<file path="config.mk">
export PLATFORM = sky130hd
export DESIGN_NAME = multi_button_event_decoder
export DESIGN_NICKNAME = d
export VERILOG_FILES = /design/src/rtl/multi_button_event_decoder_pkg.sv /design/src/rtl/multi_button_event_decoder.sv
export SDC_FILE = /design/constraint.sdc
export NUM_CORES = 1
export LEC_CHECK = 0
export CORE_ASPECT_RATIO = 0.8
export CORE_MARGIN = 3
export CORE_UTILIZATION = 57
export CTS_CLUSTER_DIAMETER = 40
export CTS_CLUSTER_SIZE = 16
export DETAILED_ROUTE_END_ITERATION = 12
export GPL_TIMING_DRIVEN = 1
export PLACE_DENSITY_LB_ADDON = 0.25
export SLEW_MARGIN = 20
export SYNTH_ARGS = -nofsm -noshare
export SYNTH_HDL_FRONTEND = slang
export SYNTH_SLANG_ARGS = --single-unit
</file>
<file path="constraint.sdc">
create_clock -name i_clk_mhz -period 2.7 [get_ports i_clk_mhz]
set_clock_uncertainty 0.2 [all_clocks]
set_input_delay 0.54 -clock i_clk_mhz [delete_from_list [all_inputs] [get_ports i_clk_mhz]]
set_output_delay 0.54 -clock i_clk_mhz [all_outputs]
set_load 0.01 [all_outputs]
</file>
<file path="src/rtl/multi_button_event_decoder_pkg.sv">
// Shared types and helpers for the button event decoder: FSM state encoding
// and the one-hot classifier used on the debounced button vector.
package button_events_pkg;

  typedef enum logic [1:0] {
    ST_IDLE,
    ST_SHORT,
    ST_LONG,
    ST_LOCK
  } t_bed_state;

  // True when exactly one of the four bits is set.
  function automatic logic f_is_onehot4(input logic [3:0] v);
    return (v != 4'd0) && ((v & (v - 4'd1)) == 4'd0);
  endfunction

endpackage

</file>
<file path="src/rtl/multi_button_event_decoder.sv">
// Decodes a mutually-exclusive debounced button vector into registered
// one-cycle press, release, long-press and auto-repeat pulses.
module multi_button_event_decoder
  import button_events_pkg::*;
#(
  parameter int FCLK      = 20000000,
  parameter int LONG_MS   = 1000,
  parameter int REPEAT_MS = 250
) (
  input  logic       i_clk_mhz,
  input  logic       i_rst_mhz,
  input  logic [3:0] i_btns_deb,
  output logic [3:0] o_btns_press,
  output logic [3:0] o_btns_release,
  output logic [3:0] o_btns_long,
  output logic [3:0] o_btns_repeat,
  output logic [3:0] o_btns_held
);

  // 64-bit arithmetic: FCLK*LONG_MS overflows 32 bits at real clock rates.
  localparam longint c_long_tmax = (longint'(FCLK) * longint'(LONG_MS)) / 1000 - 1;
  localparam longint c_rep_tmax  = (longint'(FCLK) * longint'(REPEAT_MS)) / 1000 - 1;
  localparam longint c_tmax      = (c_long_tmax > c_rep_tmax) ? c_long_tmax : c_rep_tmax;
  localparam int     TW          = (c_tmax < 1) ? 1 : $clog2(c_tmax + 1);

  localparam logic [TW-1:0] c_long_lim = TW'(c_long_tmax);
  localparam logic [TW-1:0] c_rep_lim  = TW'(c_rep_tmax);

  t_bed_state    r_state;
  logic [TW-1:0] r_timer;
  logic [3:0]    r_held;
  logic [3:0]    r_press;
  logic [3:0]    r_release;
  logic [3:0]    r_long;
  logic [3:0]    r_repeat;

  logic w_zero;
  logic w_valid;
  logic w_invalid;
  logic w_same;

  assign w_zero    = (i_btns_deb == 4'd0);
  assign w_valid   = f_is_onehot4(i_btns_deb);
  assign w_invalid = !w_zero && !w_valid;
  assign w_same    = (i_btns_deb == r_held);

  always_ff @(posedge i_clk_mhz or posedge i_rst_mhz) begin
    if (i_rst_mhz) begin
      r_state   <= ST_IDLE;
      r_timer   <= '0;
      r_held    <= 4'd0;
      r_press   <= 4'd0;
      r_release <= 4'd0;
      r_long    <= 4'd0;
      r_repeat  <= 4'd0;
    end else begin
      r_press   <= 4'd0;
      r_release <= 4'd0;
      r_long    <= 4'd0;
      r_repeat  <= 4'd0;
      case (r_state)
        ST_IDLE: begin
          if (w_valid) begin
            r_press <= i_btns_deb;
            r_held  <= i_btns_deb;
            r_timer <= '0;
            r_state <= ST_SHORT;
          end else if (w_invalid) begin
            r_state <= ST_LOCK;
          end
        end

        // Input changes take priority over timer thresholds in the same cycle.
        ST_SHORT, ST_LONG: begin
          if (w_zero) begin
            r_release <= r_held;
            r_held    <= 4'd0;
            r_state   <= ST_IDLE;
          end else if (w_invalid) begin
            r_release <= r_held;
            r_held    <= 4'd0;
            r_state   <= ST_LOCK;
          end else if (!w_same) begin
            r_release <= r_held;
            r_press   <= i_btns_deb;
            r_held    <= i_btns_deb;
            r_timer   <= '0;
            r_state   <= ST_SHORT;
          end else if (r_state == ST_SHORT) begin
            if (r_timer == c_long_lim) begin
              r_long  <= r_held;
              r_timer <= '0;
              r_state <= ST_LONG;
            end else begin
              r_timer <= r_timer + TW'(1);
            end
          end else begin
            if (r_timer == c_rep_lim) begin
              r_repeat <= r_held;
              r_timer  <= '0;
            end else begin
              r_timer <= r_timer + TW'(1);
            end
          end
        end

        ST_LOCK: begin
          if (w_zero) begin
            r_state <= ST_IDLE;
          end
        end

        default: begin
          r_state <= ST_IDLE;
          r_held  <= 4'd0;
          r_timer <= '0;
        end
      endcase
    end
  end

  assign o_btns_press   = r_press;
  assign o_btns_release = r_release;
  assign o_btns_long    = r_long;
  assign o_btns_repeat  = r_repeat;
  assign o_btns_held    = r_held;

endmodule

</file>
Word level (Yosys, flattened, before mapping)
Index checks and enable logic that the tools add are counted.
- $add $sub $neg: 2
- equality and inequality tests: 14
- multiplexer cells: 43
- bitwise operators: 1
- reductions and logical operators: 13
- operator list (operator ; count):
    two-way mux 25 bit ; 7
    two-way mux 4 bit ; 24
    one-hot mux 25 bit (2 select lines) ; 1
    adder 25 x 1 -> 25 bit (second input constant) ; 1
    equality test 25 x 23 -> 1 bit (second input constant) ; 1
    equality test 25 bit (second input constant) ; 1
    two-way mux 2 bit ; 8
    one-hot mux 4 bit (2 select lines) ; 2
    != test 5 bit (second input constant) ; 2
    logical NOT 4 bit ; 2
    != test 2 bit (second input constant) ; 4
    AND reduction 4 bit ; 2
    one-hot mux 2 bit (3 select lines) ; 1
    AND 4 bit ; 1
    equality test 2 bit (second input constant) ; 2
    equality test 4 bit ; 1
    != test 4 bit (second input constant) ; 1
    nonzero test 4 bit ; 1
    subtractor 4 x 1 -> 4 bit (second input constant) ; 1
    != test 3 bit (second input constant) ; 1
    AND reduction 3 bit ; 1
    equality test 2 x 1 -> 1 bit (second input constant) ; 1
    logical AND 1 bit ; 2
    logical NOT 1 bit ; 2
    3 further kinds ; 3
- bits in registers: 47
- bits of input ports: 6
- output and inout port bits: 20

Longest topological paths before layout
Gate-level depths: netlist (run 1).
- depth in word-level cells: 9
- gate-level depth with buffers: 9
- depth with buffers taken out: 7

Least setup slack after synthesis (run 1)
OpenSTA, ideal clock, no wires.
- path type: input to register
- start: in i_btns_deb[0]
- end: reg r_timer[19]
- setup time: 0.066 ns
- arrival: 1.912 ns
- setup slack: 0.522 ns
- cell stages on the path: 7
- buffers on the path: 2
- cells stage by stage: buf_2 > nor4b_2 > a211oi_2 > or2_0 > buf_2 > o41ai_1 > a22o_1
- word-level cells in the longest chain between the ends: 8
- ends and longest elaborated chain (item ; RTL line ; text):
    start, declared ; multi_button_event_decoder.sv:12 ; input logic [3:0] i_btns_deb,
    subtractor 4 x 1 -> 4 bit ; multi_button_event_decoder_pkg.sv:14 ; return (v != 4'd0) && ((v & (v - 4'd1)) == 4'd0);
    AND 4 bit ; multi_button_event_decoder_pkg.sv:14 ;
    logical NOT 4 bit ; multi_button_event_decoder_pkg.sv:14 ;
    logical AND 1 bit ; multi_button_event_decoder_pkg.sv:14 ;
    logical NOT 1 bit ; multi_button_event_decoder.sv:44 ; assign w_invalid = !w_zero && !w_valid;
    logical AND 1 bit ; multi_button_event_decoder.sv:44 ;
    != test 2 bit (no source line) ; n/a ;
    AND reduction 4 bit (no source line) ; n/a ;
    end signal, assigned ; multi_button_event_decoder.sv:95 ; r_timer <= r_timer + TW'(1);
    end signal, assigned ; multi_button_event_decoder.sv:102 ; r_timer <= r_timer + TW'(1);
    end, declared ; multi_button_event_decoder.sv:30 ; logic [TW-1:0] r_timer;
Parallel ways exist; a longest one is shown, timed or not. The select of a mux whose other input is x is not followed.
A chain may end at the register's enable or synchronous reset.

Final worst setup path (run 1)
- start: reg r_state[1]
- end: reg r_timer[11]
- word-level cells in the longest chain between the ends: 6
- ends and longest elaborated chain (item ; RTL line ; text):
    start, declared ; multi_button_event_decoder.sv:29 ; t_bed_state r_state;
    start signal, assigned ; multi_button_event_decoder.sv:49 ; r_state <= ST_IDLE;
    start signal, assigned ; multi_button_event_decoder.sv:67 ; r_state <= ST_SHORT;
    start signal, assigned ; multi_button_event_decoder.sv:69 ; r_state <= ST_LOCK;
    equality test 2 x 1 -> 1 bit ; multi_button_event_decoder.sv:61, multi_button_event_decoder.sv:89 ;
    two-way mux 25 bit ; multi_button_event_decoder.sv:89 ; end else if (r_state == ST_SHORT) begin
    two-way mux 25 bit ; multi_button_event_decoder.sv:83 ; end else if (!w_same) begin
    two-way mux 25 bit ; multi_button_event_decoder.sv:79 ; end else if (w_invalid) begin
    two-way mux 25 bit ; multi_button_event_decoder.sv:75 ; if (w_zero) begin
    one-hot mux 25 bit (2 select lines) ; multi_button_event_decoder.sv:61 ; case (r_state)
Parallel ways exist; a longest one is shown, timed or not. The select of a mux whose other input is x is not followed.

==> results.md, run 1 <==
* Fin. Hold Viols at 0
* RSZ-0062 raised after global routing: no
* First-pass GRT wire length at around 11,000 um
* Port buffer count at 25
* Post-synth top area share at between 40 and 50%
* Critical path's slowest cell: o21ai_2
* Ys flop type: dfrtp_1
* Vias in the first global route at 2,149
* Hold Crit Class: primary input to async pin
* WP data required at between 2 and 3 ns
* Layout Nets at 343
* RePlAce Congestion at 0.885
* FFs w/ async S/R, synth at 100%
* # Post-CTS Setup Buffers at 0
* Area contributors post-synth: dfrtp_1 42%, nand2_1 5.0%, nand4_1 3.6%
* Startpoint class of the critical path: flop
* Core area at 0.00465 sq mm
* Max Fclk at 0.386 GHz
* Die footprint at 0.00577 sq mm
* Fin. max-slew vios at 0
* CP endpoint kind: flop
* Finished Layout Cells at 393
* Remaining Overflow, GRT at 0
* Syn Nets at roughly 320
* Final Total Pwr at 2.26 mW
* Largest net degree at the start of global routing at 21
* Area Overhead vs Synth at 17.9%
* Cts bufs inserted at 5
* Final WL at roughly 6600 um
* Critical path cell sequence: inv_1 -> ha_1 -> nor3_1 -> and4b_1 -> o21ai_2 -> nand3_1 -> buf_12 -> o41ai_1
* DP HPWL at 4850 um
* Total GRT Usage at 23.7%
* Fin crit share at 95.9%
* Routed vias at 2,451
* Dpl cell area at between 0.003 and 0.004 sq mm
* Antenna Nets Post-Route at 0
* CTS tree: built
* Clock Latency Late Sink at 0.31 ns
* Largest stage delay, worst path at approximately 0.47 ns
* WL per Instance at 16.7 um
* Initial Util at 59.9%
* Power Density at slightly below 700 mW/mm^2
* Die Ht at 68.5 um
* Cell Area, Synth at about 0.0028 sq mm
* Worst EP arrival at about 2.6 ns
* Outcome: finished clean
* Antenna Cells at 0
* Max-Cap Viols at 0
* Syn Area/Cell at 9.13 sq um
* Setup violators final at 0
* Root buffer cell: clkbuf_8
* H-tree depth at 2
* Leakage power at 1.32 nW
* Clock Path Buffers at 2
* Layout cells sized above 1 at between 10 and 15%
* Unique cell type count in the Yosys netlist at 60
* Setup TNS at 0 ns
* Rel. slew slack at 63.9%
* Register area share after synthesis at 42.2%
* Max VDD drop at 0.611 mV
* Flop2flop setup slack at 0.11 ns
* Placed insts at 385
* Avg Vias per Cell at 6.24
* Mapped Cells at 305
* Number of synthesized flops with an enable pin at 0
* # IOs at 26
* Fin area at 0.00328 sq mm
* Dominant cell type by area after synthesis: dfrtp_1
* CP bufs+invs at 2
* Seq cells post-synth at 47
* # clock sinks at 47
* CTS clk-pin slew, worst paths at about 0.090 ns
* DRT Pass-1 Iters at 5
* Hold_buf cts at 0
* # rows at 22
* Initial antenna violation count at 0
* Synth warnings at 0
* Crit-path max FO at 20
* Worst-margin pin slew at 0.536 ns
* DRC at 0
* Fin crit period at between 2 and 3 ns
* Resized Gates After CTS at 0
* Crit path kind: flop to flop
* Top Family by Delay on Critical Path: compound AO/OA/AOI/OAI gates
* Initial drt markers at 224
* Die X at between 80 and 90 um
## final timing paths
kind | from | end | cells after the start
setup / recovery | r_state[1]$_DFFE_PP0P_ | r_timer[11]$_DFFE_PP0P_ | 8
hold / removal | i_rst_mhz | o_btns_long[3]$_DFF_PP0_ | 2
setup reg to reg | r_state[1]$_DFFE_PP0P_ | r_timer[11]$_DFFE_PP0P_ | 8
hold reg to reg | r_timer[23]$_DFFE_PP0P_ | r_timer[23]$_DFFE_PP0P_ | 1
max in group asynchronous | i_rst_mhz | r_timer[16]$_DFFE_PP0P_ | 3
min in group i_clk_mhz | r_timer[23]$_DFFE_PP0P_ | r_timer[23]$_DFFE_PP0P_ | 1
## cells by family after synthesis
logic type / Yosys count / synth area share [%]
AND/OR/NAND/NOR: 142 / 29.0
multiplexers: 7 / 2.70
AO/OA/AOI/OAI: 60 / 15.9
adder cells (fa/ha/maj): 5 / 2.25
flip-flops: 47 / 42.2
buffers and inverters: 39 / 6.42
XOR/XNOR: 5 / 1.57
## state kept, by name, summed over array words and instances, names as in the netlist
signal,cells
o_btns_long,4
o_btns_press,4
r_timer,25
o_btns_repeat,4
r_state,2
o_btns_release,4
o_btns_held,4
## stage by stage
step | worst slack (ns) | util (%) | hold WS [ns]
finish | 0.110 | 70.6 | 0.313
global route | 0.0138 | 70.6 | 0.348
CTS | 0.142 | 70.6 | 0.317
detailed placement | -0.0740 | 67.8 | 0.364
global placement | -0.0147 | 67.8 | 0.355
floorplan | 0.522 | - | 0.295
## cell type report
class	count	area, sq um
fill	346	1370
sequential	47	1180
multi-input combinational	219	1430
clock inverter	2	60.1
inverter	16	60.1
timing repair buffer	43	410
clock buffer	6	72.6
tap	60	75.1
## report_power, final
part | leakage [nW] | internal (mW) | total (mW) | switching [mW]
combinational | 0.611 | 0.368 | 0.793 | 0.425
sequential | 0.642 | 0.786 | 0.855 | 0.0696
clock | 0.0654 | 0.370 | 0.612 | 0.242
## worst reg2reg max path: cells and delay by family (launching register included)
family	cells	cell delay, ns
compound gates	2	0.80
simple gates	3	0.52
flops	1	0.42
buf+inv	2	0.31
fa+ha+maj	1	0.25
## cells in the final DEF (no fill, tap or decap), drive strengths merged, types with 4 or more instances in the layout
master         count
a22oi              4
dfrtp             47
clkdlybuf4s50     25
o21ai             16
nand3             14
o41ai              4
a32oi              6
nor3               6
nor4               7
clkbuf             6
nor2              26
xnor2              4
and2               8
or2                4
o31ai              4
nand2             38
buf               18
inv               16
ha                 5
nand4             17
o311ai             7
mux2i              6
## cells in the mapped netlist, types with 3 or more instances
| master | n |
|---|---|
| nor2b_1 | 3 |
| and2_1 | 7 |
| nand2_1 | 37 |
| dfrtp_1 | 47 |
| o41ai_1 | 4 |
| mux2i_1 | 6 |
| nand2b_1 | 3 |
| xnor2_1 | 4 |
| nor3_1 | 6 |
| nand3_1 | 14 |
| clkbuf_1 | 4 |
| buf_2 | 17 |
| a32oi_1 | 6 |
| inv_1 | 16 |
| nand4_1 | 16 |
| ha_1 | 5 |
| o311ai_1 | 7 |
| a22oi_1 | 4 |
| a22o_1 | 3 |
| o21ai_0 | 14 |
| a31oi_1 | 3 |
| nor2_1 | 26 |
| o31ai_1 | 4 |
| nor4_1 | 4 |
## metal layers
layer / vias up / part of all wire, % / track usage (%)
met5: - / 0 / 0
met4: 0 / 1.2 / 5.82
met3: 14 / 6.5 / 4.63
met2: 107 / 46 / 37.9
met1: 1162 / 47 / 33.6
li1: 1168 / - / -
Power figures use the tool's default switching activity.
==> inputs of run 2 (changes only) <==
- ABC_AREA: default -> 1
- CORE_UTILIZATION: 57 -> 58
==> results.md, run 2 <==
* Outcome: finished clean
* Sequential power share at 38.8%
* Post-synth top area share at ~41%
* Hold_buf cts at 0
* # IOs at 26
* Synth warnings at 0
* CTS clk-pin slew, worst paths at 0.09 ns
* Unique cell type count in the Yosys netlist at 32
* Total GRT Usage at 23.4%
* Die X at around 85 um
* DRC at 0
* Fin. max-slew vios at 0
* Resized Gates After CTS at 0
* Net load switching power at 0.921 mW
* Remaining Overflow, GRT at 0
* Layout cells sized above 1 at 13.0%
* Antenna Cells at 0
* WL per Instance at 13.4 um
* Initial Util at 61.6%
* Largest net degree at the start of global routing at 48
* FFs w/ async S/R, synth at 100%
* Setup TNS at 0 ns
* Fin crit share at 83.0%
* # clock sinks at 47
* Die footprint at 0.00586 sq mm
* Final Total Pwr at ~2.3 mW
* Number of synthesized flops with an enable pin at 0
* Critical path's slowest cell: clkdlybuf4s50_1
* Post-Synth XOR/XNOR Area at 2.13%
* Max-Cap Viols at 0
* Leakage power at 1.50 nW
* # rows at 22
* Core area at 0.00468 sq mm
* Critical path cell sequence: clkdlybuf4s50_1 -> inv_2 -> nand2_1 -> nand2_1 -> nor2_2 -> nand3_1 -> inv_2 -> nand3_2 -> a21boi_0
* Adder-Cell Fraction of Synth Area at 2.17%
* DP HPWL at ~5000 um
* Worst-margin pin slew at 0.600 ns
* RSZ-0062 raised after global routing: no
* Crit-path max FO at 11
* Largest stage delay, worst path at between 0.5 and 0.6 ns
* Max Fclk at 0.446 GHz
* CTS tree: built
* Antenna Nets Post-Route at 0
* Worst EP arrival at 2.26 ns
* Fillers at about 410
* Initial drt markers at 216
* Rel. slew slack at 60.0%
* CP endpoint kind: flop
* Clock Latency Late Sink at approximately 0.31 ns
* Top post-synthesis cells by count: 146 x nand2_1, 57 x nor2_1, 47 x dfrtp_1, 34 x inv_1, 25 x nand3_1
* Cell Area, Synth at 0.00288 sq mm
* Largest family of logic cells by synthesized area: simple AND/OR/NAND/NOR gates
* Ys flop type: dfrtp_1
* Most frequent cell after synthesis: nand2_1
* Fin. Hold Viols at 0
* Most common cell after layout, fill and taps aside: nand2_1
* Switch share at 40.8%
* Cell-internal power at 1.34 mW
* Area contributors post-synth: dfrtp_1 41%, nand2_1 19%, nor2_1 7.4%
* Vias in the first global route at 2,316
* Cts bufs inserted at 5
* Register area share after synthesis at 40.8%
* Crit path kind: primary input to flop
* Startpoint class of the critical path: primary input
* Fin crit period at between 2 and 2.5 ns
* Setup violators final at 0
* Root buffer cell: clkbuf_8
* First-pass GRT wire length at between 10,000 and 15,000 um
* Syn Nets at 412
* Die Ht at 69.1 um
* RePlAce Congestion at 0.946
* Routed vias at 2,618
* # Post-CTS Setup Buffers at 0
* Mapped Cells at 401
* Dominant cell type by area after synthesis: dfrtp_1
* Clock Path Buffers at 2
* Max reg flops at 25
* Most flop-heavy register: r_timer
* H-tree depth at 2
* Clk pwr share at between 10% and 20%
* WP data required at 2.72 ns
* Initial antenna violation count at 0
* Seq cells post-synth at 47
* Avg Vias per Cell at 5.33
* Area Overhead vs Synth at 13.6%
* Power Density at slightly below 700 mW/mm^2
* Port buffer count at 25
* Layout Nets at 441
* Logic pwr share at 41.6%
* Syn Area/Cell at 7.19 sq um
* Final WL at 6600 um
* Multiplexer share of the synthesized area at 0%
* Compound-Gate Fraction of Synth Area at 7.12%
* Post-Synth Simple-Gate Area at 40.7%
* Commonest non-fill, non-tap cells in the layout: 146 x nand2_1, 57 x nor2_1, 47 x dfrtp_1, 33 x inv_1
* DRT Pass-1 Iters at 5
* Hold Crit Class: flop to flop
* Max VDD drop at about 0.54 mV
## run 2: cell count changes after synthesis, sizes merged, moves of 7 or more
cell and change:
nor2 +43, buf -14, nand2 +113, nand4 -14, inv +26, o311ai -7, nand3 +16, nor4 -7
and2 -8, a21oi +7
## run 2: power groups by stage
stage	combinational, mW	sequential, mW	clock, mW
6_report	0.941	0.876	0.443
5_1_grt	1.05	0.892	0.479
4_1_cts	0.937	0.874	0.454
3_5_place_dp	0.933	0.889	0
3_3_place_gp	0.907	0.887	0
2_1_floorplan	0.615	0.911	0
## run 2: worst paths after layout
check / to / from / slack [ns] / cells past startpoint
setup / recovery: r_timer[1]$_DFFE_PP0P_ / i_btns_deb[2] / 0.46 / 9
hold / removal: r_timer[22]$_DFFE_PP0P_ / r_timer[22]$_DFFE_PP0P_ / 0.33 / 2
setup reg to reg: r_timer[1]$_DFFE_PP0P_ / r_state[0]$_DFFE_PP0P_ / 0.59 / 7
hold reg to reg: r_timer[22]$_DFFE_PP0P_ / r_timer[22]$_DFFE_PP0P_ / 0.33 / 2
max in group asynchronous: r_timer[2]$_DFFE_PP0P_ / i_rst_mhz / 1.39 / 3
min in group asynchronous: o_btns_long[2]$_DFF_PP0_ / i_rst_mhz / 0.50 / 3
## run 2: final cells by class
type	instances	area (sq um)	area share, %
Timing Repair Buffer	28	273	8.33
Sequential cell	47	1180	35.9
Inverter	42	158	4.81
Clock buffer	5	68.8	2.10
Tap cell	60	75.1	2.29
Multi-Input combinational cell	306	1500	45.8
Clock inverter	3	23.8	0.726
## run 2: per-stage QoR
stage	hold slack [ns]	instance area [sq um]	instances	utilization [%]	setup slack, ns
3_3_place_gp	0.306	3180	483	68.0	0.195
3_5_place_dp	0.303	3180	483	68.0	0.153
2_1_floorplan	0.271	2880	401	-	0.813
4_1_cts	0.325	3280	491	70.0	0.477
5_1_grt	0.367	3280	491	70.0	0.266
6_report	0.327	3280	491	70.0	0.460
## run 2: worst max-delay path, delay by kind of cell
family                 cells  cell delay [ns]
and+or+nand+nor            5             0.73
AOI/OAI and AO/OA          1             0.27
buffers and inverters      3             0.71
## run 2: routing by layer
metal  track usage [%]  vias to the layer above  wire length [um]
met4              5.62                        0                93
li1                  -                     1305                 -
met3              4.06                       10               462
met1              36.0                     1202              3170
met2              34.2                      101              2880
met5                 0                        -                 0
## run 2: cells by family after synthesis
logic type,count (synthesis)
fa+ha+maj,5
xor+xnor,7
simple gates,263
compound gates,31
flops,47
buf+inv,48
==> inputs of run 3 (changes only) <==
- CORE_UTILIZATION: 58 -> 52
- clock period: 2.7 -> 2.05 ns (I/O delays scaled with it)
==> results.md, run 3 (synthesized netlist as in run 2, its figures left out) <==
* Final WL at roughly 7000 um
* DRT Pass-1 Iters at 5
* Seq. cell area at roughly 0.0012 sq mm
* # rows at 23
* Startpoint class of the critical path: flop
* Crit path kind: flop to flop
* Fin area at 0.00358 sq mm
* First-pass GRT wire length at about 11,000 um
* Max reg flops at 25
* Core area at 0.00518 sq mm
* Die X at 89.2 um
* Remaining Overflow, GRT at 0
* WP data required at 2.05 ns
* Hold Crit Class: primary input to flop
* Root buffer cell: clkbuf_8
* Worst EP arrival at 1.96 ns
* Hold_buf cts at 0
* Layout cells sized above 1 at around 20%
* Layout Nets at 462
* Avg Vias per Cell at 5.19
* Most common cell after layout, fill and taps aside: nand2_1
* Critical path cell sequence: ha_2 -> nand2_1 -> nor2_4 -> nand2_2 -> nor2_4 -> nand3b_4 -> nand2_1 -> nor2_2 -> buf_4 -> nand2_1 -> nand2_1
* Max-Cap Viols at 0
* Clock Path Buffers at 2
* Clock Latency Late Sink at roughly 0.30 ns
* Met3 usage at under 10%
* Vias in the first global route at about 2,400
* Rel. slew slack at between 70% and 80%
* Most flop-heavy register: r_timer
* DRC at 0
* Cts bufs inserted at 5
* Fin crit share at a little over nine tenths
* Die Ht at 72.6 um
* # clock sinks at 47
* H-tree depth at 2
* Routed vias at 2,669
* CP dominant cell by count: nand2_1
* Antenna Nets Post-Route at 0
* Met2 Track Usage GR at about a third
* Initial drt markers at 231
* DP HPWL at 4930 um
* CTS clk-pin slew, worst paths at 0.10 ns
* Footprint of the multi-input gates at around 0.0016 sq mm
* Fin. max-slew vios at 0
* Outcome: finished clean
* Power Density at ~930 mW/mm^2
* Max Fclk at 0.512 GHz
* Fillers at 437
* Fin. Hold Viols at 0
* Largest stage delay, worst path at 0.38 ns
* Area Overhead vs Synth at 24.0%
* Setup TNS at 0 ns
* CTS tree: built
* # IOs at 26
* Final Total Pwr at 3.33 mW
* Crit-path max FO at 5
* Antenna Cells at 0
* Critical path's slowest cell: dfrtp_1
* Commonest non-fill, non-tap cells in the layout: 143 x nand2_1, 50 x nor2_1, 47 x dfrtp_1, 33 x inv_1, 25 x nand3_1
* Initial antenna violation count at 0
* Port buffer count at 25
* Worst-margin pin slew at 0.329 ns
* Global route hottest layer: met2
* Setup violators final at 0
* Met1 Usage GRT at 32.4%
* Initial Util at 55.7%
* RePlAce Congestion at 0.881
* Dpl cell area at 0.00334 sq mm
* Fin crit period at 1.95 ns
* Leakage power at between 1.5 and 2 nW
* Max VDD drop at ~0.85 mV
* Largest net degree at the start of global routing at 48
* WL per Instance at 13.5 um
* CP endpoint kind: flop
* Die footprint at 0.00648 sq mm
* Total GRT Usage at 22.3%
run 3: cell types whose count changed in the layout (fill, tap and decap cells not counted), sizes merged:
| cell | before | now |
|---|---|---|
| clkdlybuf4s50 | 25 | 21 |
| nor2 | 69 | 70 |
| clkinvlp | 2 | 0 |
| buf | 3 | 23 |
| clkinv | 0 | 1 |
| bufinv | 0 | 1 |
| dlymetal6s2s | 0 | 4 |
run 3: report_power, final:
part | total, mW | internal [mW] | switching, mW
combinational | 1.45 | 0.611 | 0.844
clock | 0.718 | 0.370 | 0.347
sequential | 1.16 | 1.05 | 0.106
run 3: what timing repair did:
item / CTS / global route
setup endpoints to repair: 1 / 37
resized for setup: 1 / 25
setup buffers: 0 / 3
pin swaps: 0 / 6
cloned: 0 / 1
run 3: worst max-delay path: cells and delay by family (launching register included):
family	cells	cell delay, ns
buffers and inverters	1	0.15
DFF	1	0.38
adders and majority gates	1	0.19
and+or+nand+nor	9	0.93
run 3: final timing paths:
kind	start	slack (ns)	cells after the start	to
max	r_timer[1]$_DFFE_PP0P_	0.1	11	r_timer[18]$_DFFE_PP0P_
min	i_btns_deb[2]	0.24	3	o_btns_press[2]$_DFF_PP0_
max reg2reg	r_timer[1]$_DFFE_PP0P_	0.1	11	r_timer[18]$_DFFE_PP0P_
min reg2reg	r_timer[22]$_DFFE_PP0P_	0.33	2	r_timer[22]$_DFFE_PP0P_
max in group asynchronous	i_rst_mhz	1.17	3	r_timer[16]$_DFFE_PP0P_
min in group asynchronous	i_rst_mhz	0.26	3	o_btns_long[2]$_DFF_PP0_
run 3: cell type report:
cell class                      instances  area share (%)
Sequential cell                        47            32.9
Tap cell                               62            2.17
Multi-Input combinational cell        307            44.4
Timing Repair Buffer                   48            12.9
Clock inverter                          3            1.33
Inverter                               42            4.41
Clock buffer                            5            1.92
run 3: per-stage QoR:
stage	setup slack [ns]	cells	utilization [%]	hold slack [ns]
floorplan	0.163	401	-	0.271
global placement	-0.236	502	64.4	0.293
detailed placement	-0.251	502	64.4	0.303
CTS	0.00260	510	66.7	0.269
global route	-0.0193	514	69.0	0.247
finish	0.0953	514	69.0	0.239
run 3: routing by layer:
layer  wire (um)  part of all wire [%]
met1        3330                    48
met2        3100                    45
met3         376                   5.4
met4         146                   2.1
met5           0                     0
